File: config.mk
export PLATFORM = sky130hd
export DESIGN_NAME = mips_muldiv
export DESIGN_NICKNAME = d
export VERILOG_FILES = /design/src/rtl/mips_muldiv.sv
export SDC_FILE = /design/constraint.sdc
export NUM_CORES = 1
export LEC_CHECK = 0
export BUFFER_PORTS_ARGS = -buffer_cell sky130_fd_sc_hd__buf_2
export CORE_UTILIZATION = 47
export DETAILED_ROUTE_END_ITERATION = 7
export PLACE_DENSITY = 0.63
export SYNTH_ARGS = -nofsm -noshare
export SYNTH_HDL_FRONTEND = slang
export SYNTH_SLANG_ARGS = --single-unit
File: constraint.sdc
create_clock -name clk -period 22.5 [get_ports clk]
set_input_delay 1.125 -clock clk [delete_from_list [all_inputs] [get_ports clk]]
set_output_delay 1.125 -clock clk [all_outputs]
set_load 0.02 [all_outputs]
File: src/rtl/mips_muldiv.sv
// Iterative 32-bit MULT/MULTU/DIV/DIVU unit with architectural HI/LO registers.
// Optional build macro MULDIV_EARLY_TERM_EN: multiplies leave RUN once the remaining multiplier bits are zero.
module mips_muldiv #(
  parameter int XLEN  = 32,
  parameter int CNT_W = 6
) (
  input  logic            clk,
  input  logic            reset,
  input  logic            start,
  input  logic [1:0]      op,
  input  logic [XLEN-1:0] A,
  input  logic [XLEN-1:0] B,
  input  logic            hi_we,
  input  logic            lo_we,
  input  logic [XLEN-1:0] wdata,
  output logic            busy,
  output logic            done,
  output logic [XLEN-1:0] hi,
  output logic [XLEN-1:0] lo
);

  typedef enum logic [1:0] {IDLE, RUN, FIN} state_t;

  state_t              state;
  logic [CNT_W-1:0]    cnt;
  logic                is_div;
  logic                neg_a;
  logic                neg_b;
  logic [XLEN-1:0]     a_orig;

  // Multiply datapath: left-shifting multiplicand, right-shifting multiplier.
  logic [2*XLEN-1:0]   prod;
  logic [2*XLEN-1:0]   mcand;
  logic [XLEN-1:0]     mplier;

  // Divide datapath: partial remainder, dividend shifting into quotient.
  logic [XLEN-1:0]     rem;
  logic [XLEN-1:0]     quo;
  logic [XLEN-1:0]     dvsr;

  logic                op_signed;
  logic [XLEN-1:0]     abs_a;
  logic [XLEN-1:0]     abs_b;
  logic [XLEN:0]       trial;
  logic                trial_ok;
  logic                last_iter;
  logic [2*XLEN-1:0]   prod_fix;
  logic [XLEN-1:0]     quo_fix;
  logic [XLEN-1:0]     rem_fix;

  // NOTE: every always_comb output gets a default first so no path can leave it unassigned and infer a latch.
  always_comb begin
    op_signed = ~op[0];
    abs_a     = (op_signed && A[XLEN-1]) ? -A : A;
    abs_b     = (op_signed && B[XLEN-1]) ? -B : B;

    trial     = {rem, quo[XLEN-1]} - {1'b0, dvsr};
    trial_ok  = ~trial[XLEN];

    last_iter = (cnt == CNT_W'(XLEN - 1));
`ifdef MULDIV_EARLY_TERM_EN
    if (!is_div && ((mplier >> 1) == '0)) last_iter = 1'b1;
`endif

    prod_fix  = (neg_a ^ neg_b) ? -prod : prod;
    quo_fix   = (neg_a ^ neg_b) ? -quo  : quo;
    rem_fix   = neg_a ? -rem : rem;
  end

  // NOTE: sequential state uses non-blocking assignments so every register samples pre-edge values.
  always_ff @(posedge clk or posedge reset) begin
    if (reset) begin
      state  <= IDLE;
      cnt    <= '0;
      busy   <= 1'b0;
      done   <= 1'b0;
      hi     <= '0;
      lo     <= '0;
      is_div <= 1'b0;
      neg_a  <= 1'b0;
      neg_b  <= 1'b0;
      a_orig <= '0;
      prod   <= '0;
      mcand  <= '0;
      mplier <= '0;
      rem    <= '0;
      quo    <= '0;
      dvsr   <= '0;
    end else begin
      done <= 1'b0;
      case (state)
        IDLE: begin
          if (start) begin
            is_div <= op[1];
            neg_a  <= op_signed & A[XLEN-1];
            neg_b  <= op_signed & B[XLEN-1];
            a_orig <= A;
            prod   <= '0;
            mcand  <= {{XLEN{1'b0}}, abs_a};
            mplier <= abs_b;
            rem    <= '0;
            quo    <= abs_a;
            dvsr   <= abs_b;
            cnt    <= '0;
            busy   <= 1'b1;
            state  <= RUN;
          end else begin
            // MTHI/MTLO only land when nothing is launching or running.
            if (hi_we) hi <= wdata;
            if (lo_we) lo <= wdata;
          end
        end

        RUN: begin
          if (is_div) begin
            rem <= trial_ok ? trial[XLEN-1:0] : {rem[XLEN-2:0], quo[XLEN-1]};
            quo <= {quo[XLEN-2:0], trial_ok};
          end else begin
            if (mplier[0]) prod <= prod + mcand;
            mcand  <= mcand << 1;
            mplier <= mplier >> 1;
          end
          cnt <= cnt + 1'b1;
          if (last_iter) state <= FIN;
        end

        FIN: begin
          if (is_div) begin
            // Divide by zero returns all-ones quotient and the untouched dividend.
            if (dvsr == '0) begin
              lo <= '1;
              hi <= a_orig;
            end else begin
              lo <= quo_fix;
              hi <= rem_fix;
            end
          end else begin
            {hi, lo} <= prod_fix;
          end
          done  <= 1'b1;
          busy  <= 1'b0;
          state <= IDLE;
        end

        default: state <= IDLE;
      endcase
    end
  end

endmodule
==> results of run 1 <==
-- placed cells by master, fill, tap and decap left out, types with 14 or more instances in the layout --
| master | count |
|---|---|
| o21a_1 | 14 |
| o41ai_1 | 17 |
| mux2i_1 | 33 |
| a31oi_1 | 20 |
| xnor2_1 | 125 |
| o21ai_0 | 431 |
| nor2b_1 | 16 |
| and3_1 | 19 |
| nand2_1 | 452 |
| or4_1 | 19 |
| nand2b_1 | 15 |
| ha_1 | 101 |
| or3_1 | 25 |
| a211oi_1 | 24 |
| buf_4 | 23 |
| nand4_1 | 25 |
| a22o_1 | 36 |
| clkbuf_16 | 45 |
| nor2_1 | 179 |
| inv_1 | 78 |
| xor2_1 | 129 |
| nor4_1 | 32 |
| a21oi_1 | 241 |
| buf_2 | 168 |
| o21bai_1 | 18 |
| a21o_1 | 66 |
| nand3_1 | 98 |
| o211ai_1 | 21 |
| a221oi_1 | 25 |
| o31ai_1 | 51 |
| o22ai_1 | 14 |
| dfrtp_1 | 364 |
| nor3_1 | 44 |
-- state kept, by name, indices dropped and copies added (netlist names), 2 cells and up --
| register | count |
|---|---|
| a_orig | 32 |
| cnt | 6 |
| dvsr | 32 |
| hi | 32 |
| lo | 32 |
| mcand | 64 |
| mplier | 32 |
| prod | 64 |
| quo | 32 |
| rem | 32 |
| state | 2 |
-- worst min path at each step --
stage / to / slack [ns]
6_report: lo[7] / 0.47
2_1_floorplan: a_orig[11] / 0.44
5_1_grt: lo[7] / 0.49
3_5_place_dp: hi[10] / 0.46
4_1_cts: hi[10] / 0.47
3_3_place_gp: hi[10] / 0.45
-- cells in the mapped netlist (all sizes together), types with 19 or more instances --
cell type	count	area, um^2
mux2i	33	330
clkbuf	169	634
nand3	98	490
or4	21	165
ha	101	1260
buf	20	87.6
nor3	45	225
o211ai	21	158
o41ai	19	193
dfrtp	365	9130
and3	19	119
or3	27	174
a22o	36	315
xor2	130	1140
a211oi	24	180
o31ai	52	395
nand4	25	156
a31oi	20	125
o21ai	435	2180
a21o	66	495
nor2	182	683
nand2	454	1710
nor4	32	200
a21oi	241	1210
xnor2	126	1100
a221oi	25	219
inv	79	297
-- worst register-to-register path: stages, from the launching register on --
cell and delay, ns:
dfrtp_1 0.39, inv_1 0.08, ha_1 0.22, fa_1 0.41, nor2b_1 0.18, o2111ai_1 0.15, a21oi_1 0.33, o31ai_1 0.21
o31a_1 0.33, o21a_1 0.23, o311ai_2 0.72, buf_4 0.54, nor2_1 0.16, a221o_1 0.32
-- cell type report --
type                       instances  share of cell area, %
clock inverter                    23                   1.03
timing repair buffer             192                   3.73
multi-input combinational       2429                   53.6
tap                              688                   3.11
sequential                       365                   33.0
antenna                            7                 0.0632
clock buffer                      57                   4.37
inverter                          79                   1.10
-- per-stage QoR --
step | utilization [%] | area (um^2) | hold slack [ns] | instances | power, uW
2_1_floorplan | - | 24900 | 0.440 | 3062 | 3080
3_3_place_gp | 49.9 | 26200 | 0.454 | 3753 | 3760
3_5_place_dp | 49.9 | 26200 | 0.461 | 3753 | 3810
4_1_cts | 52.8 | 27700 | 0.475 | 3833 | 4570
5_1_grt | 52.8 | 27700 | 0.493 | 3839 | 4940
6_report | 52.8 | 27700 | 0.470 | 3840 | 4600
-- where the power goes --
group,total (uW),switching [uW],internal [uW],leakage [uW]
registers,1290,353,936,0.00469
logic,2560,1580,979,0.00703
clock network,751,311,440,0.000726
-- layer usage --
metal,share of wire [%],wire length (um),vias to the layer above,GRT usage (%)
met3,8.9,7710,154,6.74
met1,45,38700,11600,45.8
li1,-,-,11100,-
met2,43,37200,1003,46.6
met5,0.11,93,-,0
met4,2.9,2480,6,10.3
-- kinds of logic after synthesis --
logic type	share of synthesized area, %
DFF	36.7
adders and majority gates	5.23
xor gates and xnor gates	9.00
AOI/OAI and AO/OA	25.7
muxes	1.42
and+or+nand+nor	18.0
buffers and inverters	4.09
==> results.json, run 1 <==
{
  "fin_tns_setup_ns": 0,
  "criticalPathCategory": "reg2reg",
  "critPathMaxStageDelay_ns": 0.72,
  "leakage_uw": 0.0125,
  "place_congestion": 0.964,
  "ctsResizeCount": 0,
  "drtPass1Iterations": 6,
  "netlist_instances": 3062,
  "ys.flop_type": "dfrtp_1",
  "viasPerCell": 6.21,
  "regToRegStartpoint": "quo[31]",
  "worst_pin_slew_ns": 1.38,
  "syn_avg_cell_area_um2": 8.14,
  "drive_gt1_share_pct": 9.89,
  "drv_cap": 0,
  "core_area_um2": 52400,
  "syn_nets": 3268,
  "regArea_um2": 9140,
  "arrival_ns": 4.85,
  "grt_pass1_wl_um": 132000,
  "synth-seq-cells": 365,
  "finalHoldViolations": 0,
  "grt_max_degree": 156,
  "hold_depth": 1,
  "wl_per_cell_um": 22.5,
  "grt_util_all_layers_pct": 31.7,
  "die_x_um": 232,
  "multi_input_area_um2": 14900,
  "die-height_um": 232,
  "finalCriticalPeriod_ns": 4.38,
  "crit_path_start": "quo[31]",
  "rr_endpoint": "rem[3]",
  "path_cells": "inv_1, ha_1, fa_1, nor2b_1, o2111ai_1, a21oi_1, o31ai_1, o31a_1, o21a_1, o311ai_2, buf_4, nor2_1, a221o_1",
  "required_ns": 22.97,
  "worst_hold_path_type": "reg2reg",
  "routed_wirelength_um": 86200,
  "startpoint_type": "flip-flop",
  "status": "finished clean",
  "setup_viol_count_final": 0,
  "gr-total-overflow": 0,
  "worst_clock_skew_ns": 0.0176,
  "vias": 23800,
  "setup_slack_ns": 18.12,
  "ant_nets": 0,
  "nets": 3318,
  "clockBufferDepth": 3,
  "yosysWarnings": 0,
  "clk_latency_ns": 0.59,
  "io_pins": 169,
  "synth_seq_area_share_pct": 36.7,
  "antenna_found_initial": 10,
  "synth-edff-count": 0,
  "synthToLayoutAreaGrowth_pct": 11.2,
  "drc": 0,
  "cts_made_buffers": 45,
  "path_delay_family": "compound AO/OA/AOI/OAI gates",
  "postCtsHoldBufs": 0,
  "start_util_pct": 47.5,
  "fmax_mhz": 228,
  "maxSlewHeadroom_pct": 7.90,
  "drtIter0Drc": 2481,
  "r2r_slack_ns": 18.12,
  "synth_area_um2": 24900,
  "worstPathMaxFanout": 31,
  "die_area_um2": 53900,
  "critPathCaptureType": "flip-flop",
  "power.density_nw_per_um2": 166,
  "worst-path-stages": 13,
  "finalCritPeriodShare_pct": 19.5,
  "slowest_stage": "o311ai_2",
  "cp_num_buf_inv": 2,
  "maxSlewViolCount": 0,
  "reg2regPathDepth": 13,
  "rows": 84,
  "fill_cells": 4975,
  "vdd_drop_max_mv": 0.102,
  "rsz0062_at_grt": "false",
  "clock-sinks": 365,
  "clock-root-buffer": "clkbuf_16",
  "dp_hpwl_um": 63700,
  "path_clk_slew_ns": 0.06,
  "min_from": "lo[7]",
  "postCtsSetupBuffers": 0,
  "placement.io_buffers": 168,
  "synth_cell_types": 81,
  "cts_tree": "yes",
  "post-place-ws_ns": 18.13,
  "async_flop_share_pct": 100,
  "critical_path.endpoint": "rem[3]",
  "grt_pass1_vias": 22000,
  "htree_num_levels": 2
}
(Power assumes the default switching activity.)
==> run 2, diff against run 1 <==
Settings changed: PLACE_DENSITY 0.63 to 0.65.
Clock period 22.5 ns to 3.8 ns, I/O delays scaled along.
==> run 2 against run 1 <==
Compared with the run above:
- register-to-register slack worse by 18 ns
- final area up 5.4%
- flip-flop and latch count unchanged
- routed wire length up 3.4%
- critical path depth unchanged
- first-iteration DRC count down 1.5%
- final cell count up 3.9%
- utilization up 2.8 points
- worst hold slack worse by 0.45 ns
- clock skew up 0.0041 ns
- sequential power rose to 5.9 times the previous value
- critical path type unchanged
- largest power group unchanged
==> results.json, run 2 (synthesis gave the netlist of run 1 again) <==
{
  "status": "finished clean",
  "multi_input_area_um2": 14900,
  "rows": 84,
  "drtPass1Iterations": 6,
  "vdd_drop_max_mv": 0.441,
  "arrival_ns": 4.11,
  "setup_slack_ns": 0.143,
  "hold_ws_ns": 0.0169,
  "switching_share_pct": 48.3,
  "maxSlewHeadroom_pct": 27.5,
  "critPathCaptureType": "flip-flop",
  "worst_pin_slew_ns": 1.08,
  "clockBufferDepth": 3,
  "die-height_um": 232,
  "clock-root-buffer": "clkbuf_16",
  "regArea_um2": 9140,
  "clk_latency_ns": 0.59,
  "finalCriticalPeriod_ns": 3.66,
  "finalCritPeriodShare_pct": 96.2,
  "crit_path_start": "prod[0]",
  "fill_cells": 4801,
  "drive_gt1_share_pct": 12.3,
  "p_seq_share_pct": 27.1,
  "fmax_mhz": 273,
  "antenna_found_initial": 7,
  "cts_made_buffers": 43,
  "worst_hold_path_type": "in2reg",
  "drtIter0Drc": 2445,
  "criticalPathCategory": "reg2reg",
  "start_util_pct": 47.5,
  "nets": 3475,
  "place_congestion": 1.01,
  "setup_viol_count_final": 0,
  "worst_clock_skew_ns": 0.0217,
  "clock-sinks": 365,
  "switchingPower_uw": 13600,
  "path_clk_slew_ns": 0.07,
  "ant_nets": 0,
  "power.total_uw": 28100,
  "rsz0062_at_grt": "false",
  "die_x_um": 232,
  "drv_cap": 0,
  "reg_top3": "mcand: 64 flops, prod: 64 flops",
  "grt_max_degree": 95,
  "grt_pass1_wl_um": 136000,
  "die_area_um2": 53900,
  "placement.io_buffers": 168,
  "cts_tree": "yes",
  "leakage_uw": 0.0132,
  "grt_pass1_vias": 22900,
  "viasPerCell": 6.13,
  "grt_util_all_layers_pct": 32.8,
  "regToRegStartpoint": "prod[0]",
  "dp_hpwl_um": 66400,
  "min_from": "B[12]",
  "power.density_nw_per_um2": 961,
  "routed_wirelength_um": 89100,
  "vias": 24400,
  "synthToLayoutAreaGrowth_pct": 17.2,
  "drc": 0,
  "final_cell_mix": "nand2_1, o21ai_0, dfrtp_1",
  "htree_num_levels": 2,
  "p_clk_share_pct": 16.0,
  "final_common_cell": "nand2_1",
  "wl_per_cell_um": 22.3,
  "worstPathMaxFanout": 3,
  "p_int_uw": 14500,
  "comb_power_share_pct": 56.8,
  "io_pins": 169,
  "maxSlewViolCount": 0,
  "gr-total-overflow": 0,
  "required_ns": 4.26,
  "core_area_um2": 52400,
  "post-place-ws_ns": 0.0367,
  "startpoint_type": "flip-flop",
  "finalHoldViolations": 0
}
[run 2: cell count changes in the layout (fill, tap and decap cells not counted), sizes merged]
cell,before,now
clkinv,12,8
dlygate4sd3,0,73
clkbuf,57,58
buf,192,278
bufinv,5,6
inv,81,79
diode,7,1
clkinvlp,4,6
[run 2: final timing paths]
| path | endpoint | slack (ns) | depth (start not counted) |
|---|---|---|---|
| worst max-delay path | prod[44] | 0.14 | 13 |
| worst min-delay path | dvsr[12] | 0.02 | 3 |
| worst max register to register | prod[44] | 0.14 | 13 |
| worst min register to register | lo[26] | 0.47 | 1 |
| max in group asynchronous | quo[8] | 2.44 | 4 |
| min in group asynchronous | hi[22] | 0.35 | 3 |
[run 2: timing repair]
item / in CTS / in global routing
resized for setup: 0 / 13
setup endpoints to repair: 0 / 39
hold buffers: 73 / 0
hold endpoints to repair: 130 / 0
buffers inserted: 0 / 0
[run 2: power groups by stage]
stage | logic [uW] | clock network, uW | registers, uW
finish | 15900 | 4500 | 7610
global route | 17600 | 4700 | 7790
CTS | 15700 | 4550 | 7520
detailed placement | 15500 | 0 | 7580
global placement | 15200 | 0 | 7510
floorplan | 11100 | 0 | 7180
[run 2: routing by layer]
layer  GRT usage [%]  part of all wire, %  wire (um)  vias to the layer above
met4            8.53                  2.6       2310                        8
met3            7.88                  9.6       8580                      150
met2            50.6                   44      39300                     1016
li1                -                    -          -                    11400
met5               0                0.065         58                        -
met1            45.7                   44      38900                    11900
[run 2: final cells by class]
class	instances	area share, %
clock inverters	20	0.951
diodes	1	0.00857
flip-flops and latches	365	31.3
repair buffers	351	8.51
clock buffers	58	4.23
inverters	79	1.03
well taps	688	2.95
multi-input cells	2429	51.0
[run 2: through the flow]
step / utilization [%] / cells / cell area (um^2) / setup TNS (ns)
3_3_place_gp: 51.3 / 3839 / 26900 / 0
5_1_grt: 55.7 / 3991 / 29200 / 0
6_report: 55.7 / 3991 / 29200 / 0
4_1_cts: 55.6 / 3990 / 29100 / 0
2_1_floorplan: - / 3062 / 24900 / -469.47
3_5_place_dp: 51.3 / 3839 / 26900 / 0
[run 2: worst max-delay path, cell delays in order, from the launching register on]
cell and delay [ns]:
dfrtp_1 0.36, ha_1 0.20, inv_1 0.07, fa_1 0.41, nor2b_1 0.14, o21a_1 0.13, o21ai_0 0.17, a211oi_2 0.30
o311ai_1 0.17, a31o_2 0.27, o311a_1 0.40, o32a_1 0.37, o2111a_1 0.25, a211o_1 0.27
==> run 3, diff against run 2 <==
Settings changed: ABC_AREA set to 1.
==> run 3 against run 2 <==
Compared with the run above:
- utilization shrank 1.7 points
- worst setup slack gained 0.72 ns
- final cell count grew 40%
- routed wire length grew 36%
- sequential share of layout area shrank 3.4 points
- register-to-register slack gained 0.72 ns
- worst hold slack gained 0.0095 ns
- non-clock buffer count shrank 75
- largest power group unchanged
- highest routed layer is now met4
==> results.json, run 3 <==
{
  "status": "finished clean",
  "cts_tree": "yes",
  "die-height_um": 250,
  "fmax_mhz": 340,
  "synth_commonest_cells": "nand2_1, nor2_1, inv_1",
  "arrival_ns": 3.46,
  "yosysWarnings": 0,
  "yosysMostFrequentCell": "nand2_1",
  "stdcell_area_um2": 32700,
  "drtIter0Drc": 3332,
  "finalHoldViolations": 0,
  "rsz0062_at_grt": "false",
  "maxSlewHeadroom_pct": 32.1,
  "path_clk_slew_ns": 0.06,
  "clock-root-buffer": "clkbuf_16",
  "yosysTopAreaCellShare_pct": 31.5,
  "vias": 31800,
  "antenna_found_initial": 6,
  "place_congestion": 1.02,
  "rows": 90,
  "worst_hold_path_type": "in2reg",
  "viasPerCell": 5.70,
  "synth-edff-count": 0,
  "grt_util_all_layers_pct": 38.4,
  "placed_area_um2": 30500,
  "grt_pass1_wl_um": 183000,
  "grt_pass1_vias": 29800,
  "synth_seq_area_share_pct": 31.5,
  "r2r_slack_ns": 0.86,
  "drtPass1Iterations": 6,
  "ctsResizeCount": 0,
  "drv_cap": 0,
  "slowest_stage": "buf_4",
  "wl_met2_um": 53100,
  "htree_num_levels": 2,
  "synth_top_area_cell": "dfrtp_1",
  "min_from": "B[28]",
  "final_common_cell": "nand2_1",
  "startpoint_type": "flip-flop",
  "reg_top3": "mcand: 64 flops, prod: 64 flops",
  "routed_wirelength_um": 122000,
  "synth_area_leaders": "dfrtp_1, nand2_1, nor2_1",
  "rr_endpoint": "mcand[9]",
  "criticalPathCategory": "reg2reg",
  "finalCriticalPeriod_ns": 2.94,
  "fin_tns_setup_ns": 0,
  "worst_clock_skew_ns": 0.0390,
  "clockBufferDepth": 3,
  "die_area_um2": 62700,
  "finalCritPeriodShare_pct": 77.3,
  "fill_cells": 6286,
  "syn_avg_cell_area_um2": 6.31,
  "nets": 4975,
  "drive_gt1_share_pct": 7.33,
  "die_x_um": 250,
  "core_area_um2": 60700,
  "worst_pin_slew_ns": 1.01,
  "hold_depth": 4,
  "synthToLayoutAreaGrowth_pct": 12.8,
  "regToRegStartpoint": "state[1]",
  "wirelength_met1_um": 50800,
  "vdd_drop_max_mv": 0.525,
  "reg2regPathDepth": 10,
  "synth_area_um2": 29000,
  "placement.io_buffers": 168,
  "min_to": "mplier[28]",
  "grt_max_degree": 100,
  "critPathCaptureType": "flip-flop",
  "dp_hpwl_um": 95600,
  "dr.max_layer_used": "met4",
  "drc": 0,
  "io_pins": 169,
  "synth_cell_types": 57,
  "clk_latency_ns": 0.63,
  "ys.flop_type": "dfrtp_1",
  "cts_made_buffers": 44,
  "leakage_uw": 0.0162,
  "worstPathMaxFanout": 61,
  "required_ns": 4.32,
  "wl_per_cell_um": 21.7,
  "synth-seq-cells": 365,
  "path_cells": "nor2_1, inv_1, nor2_4, inv_2, nand2_1, nand2_2, inv_2, buf_4, nor2_1, a21oi_1",
  "gr-total-overflow": 0,
  "clock-sinks": 365,
  "final_cell_mix": "nand2_1, nor2_1, inv_1",
  "setup_viol_count_final": 0,
  "netlist_instances": 4596,
  "start_util_pct": 47.8,
  "ant_nets": 0,
  "syn_nets": 4802,
  "wl_met3_um": 10200,
  "async_flop_share_pct": 100,
  "power.density_nw_per_um2": 1050,
  "critPathMaxStageDelay_ns": 0.69,
  "maxSlewViolCount": 0
}
[run 3: changes by cell type after synthesis, moves of 58 or more]
cell / delta
a21o_1: -58
inv_1: +511
nand3_1: +265
nor2_1: +443
a21oi_1: +94
o21ai_0: -132
xnor2_1: -105
xor2_1: -76
clkbuf_1: -107
nand2_1: +824
[run 3: area by class of cell]
cell class / instances / area [um^2] / area share (%)
tap: 782 / 978 / 2.99
multi-input combinational: 3480 / 16900 / 51.7
sequential: 365 / 9130 / 27.9
timing repair buffer: 276 / 1860 / 5.70
clock buffer: 58 / 1200 / 3.68
clock inverter: 23 / 343 / 1.05
inverter: 602 / 2270 / 6.93
antenna: 5 / 12.5 / 0.0382
[run 3: metrics by stage]
stage          hold WS, ns  util, %  worst slack, ns  instances  total power (uW)
3_5_place_dp         0.403     50.3            0.928       5440             29000
4_1_cts            0.00394     53.9            0.887       5586             33800
6_report            0.0264     53.9            0.861       5591             34400
3_3_place_gp         0.394     50.3            0.964       5440             28900
5_1_grt             0.0430     53.9            0.521       5589             36900
2_1_floorplan        0.307        -            -1.29       4596             22100
[run 3: metal layers]
layer / track usage (%) / vias to the layer above
li1: - / 15200
met2: 59.7 / 1408
met1: 50.2 / 14900
met3: 7.34 / 292
met5: 0 / -
met4: 21.3 / 0
[run 3: cell families after synthesis]
| group | count (synthesis) | share of synthesized area, % |
|---|---|---|
| compound gates | 868 | 16.7 |
| simple gates | 2433 | 34.8 |
| fa+ha+maj | 103 | 4.50 |
| mux | 1 | 0.0345 |
| buf+inv | 751 | 10.3 |
| xor+xnor | 75 | 2.26 |
| flops | 365 | 31.5 |
[run 3: critical path, delay by kind of cell, from the launching register on]
family	cells	cell delay, ns
AOI/OAI and AO/OA	1	0.14
buffers and inverters	4	1.51
DFF	1	0.49
and+or+nand+nor	5	0.64
[run 3: worst max-delay path by stage]
stage / start / endpoint / slack [ns] / cells after the start
finish: state[1] / mcand[9] / 0.86 / 10
global route: state[1] / mcand[13] / 0.52 / 10
CTS: state[1] / mcand[37] / 0.89 / 9
detailed placement: state[1] / mcand[39] / 0.93 / 9
global placement: quo[31] / rem[29] / 0.96 / 17
floorplan: reset / a_orig[0] / -1.29 / 1
[run 3: where the power goes]
group	internal [uW]	total (uW)	switching, uW	leakage (uW)
sequential	5730	7630	1900	0.00439
combinational	6690	22100	15400	0.0110
clock	2730	4660	1930	0.000749
total	15200	34400	19200	0.0162
[run 3: repair_timing]
action                                  4_1_cts  5_1_grt
hold buffers                                 65        0
endpoints found under the setup margin        0        0
buffers inserted                              0        0
hold endpoints to repair                    105        0
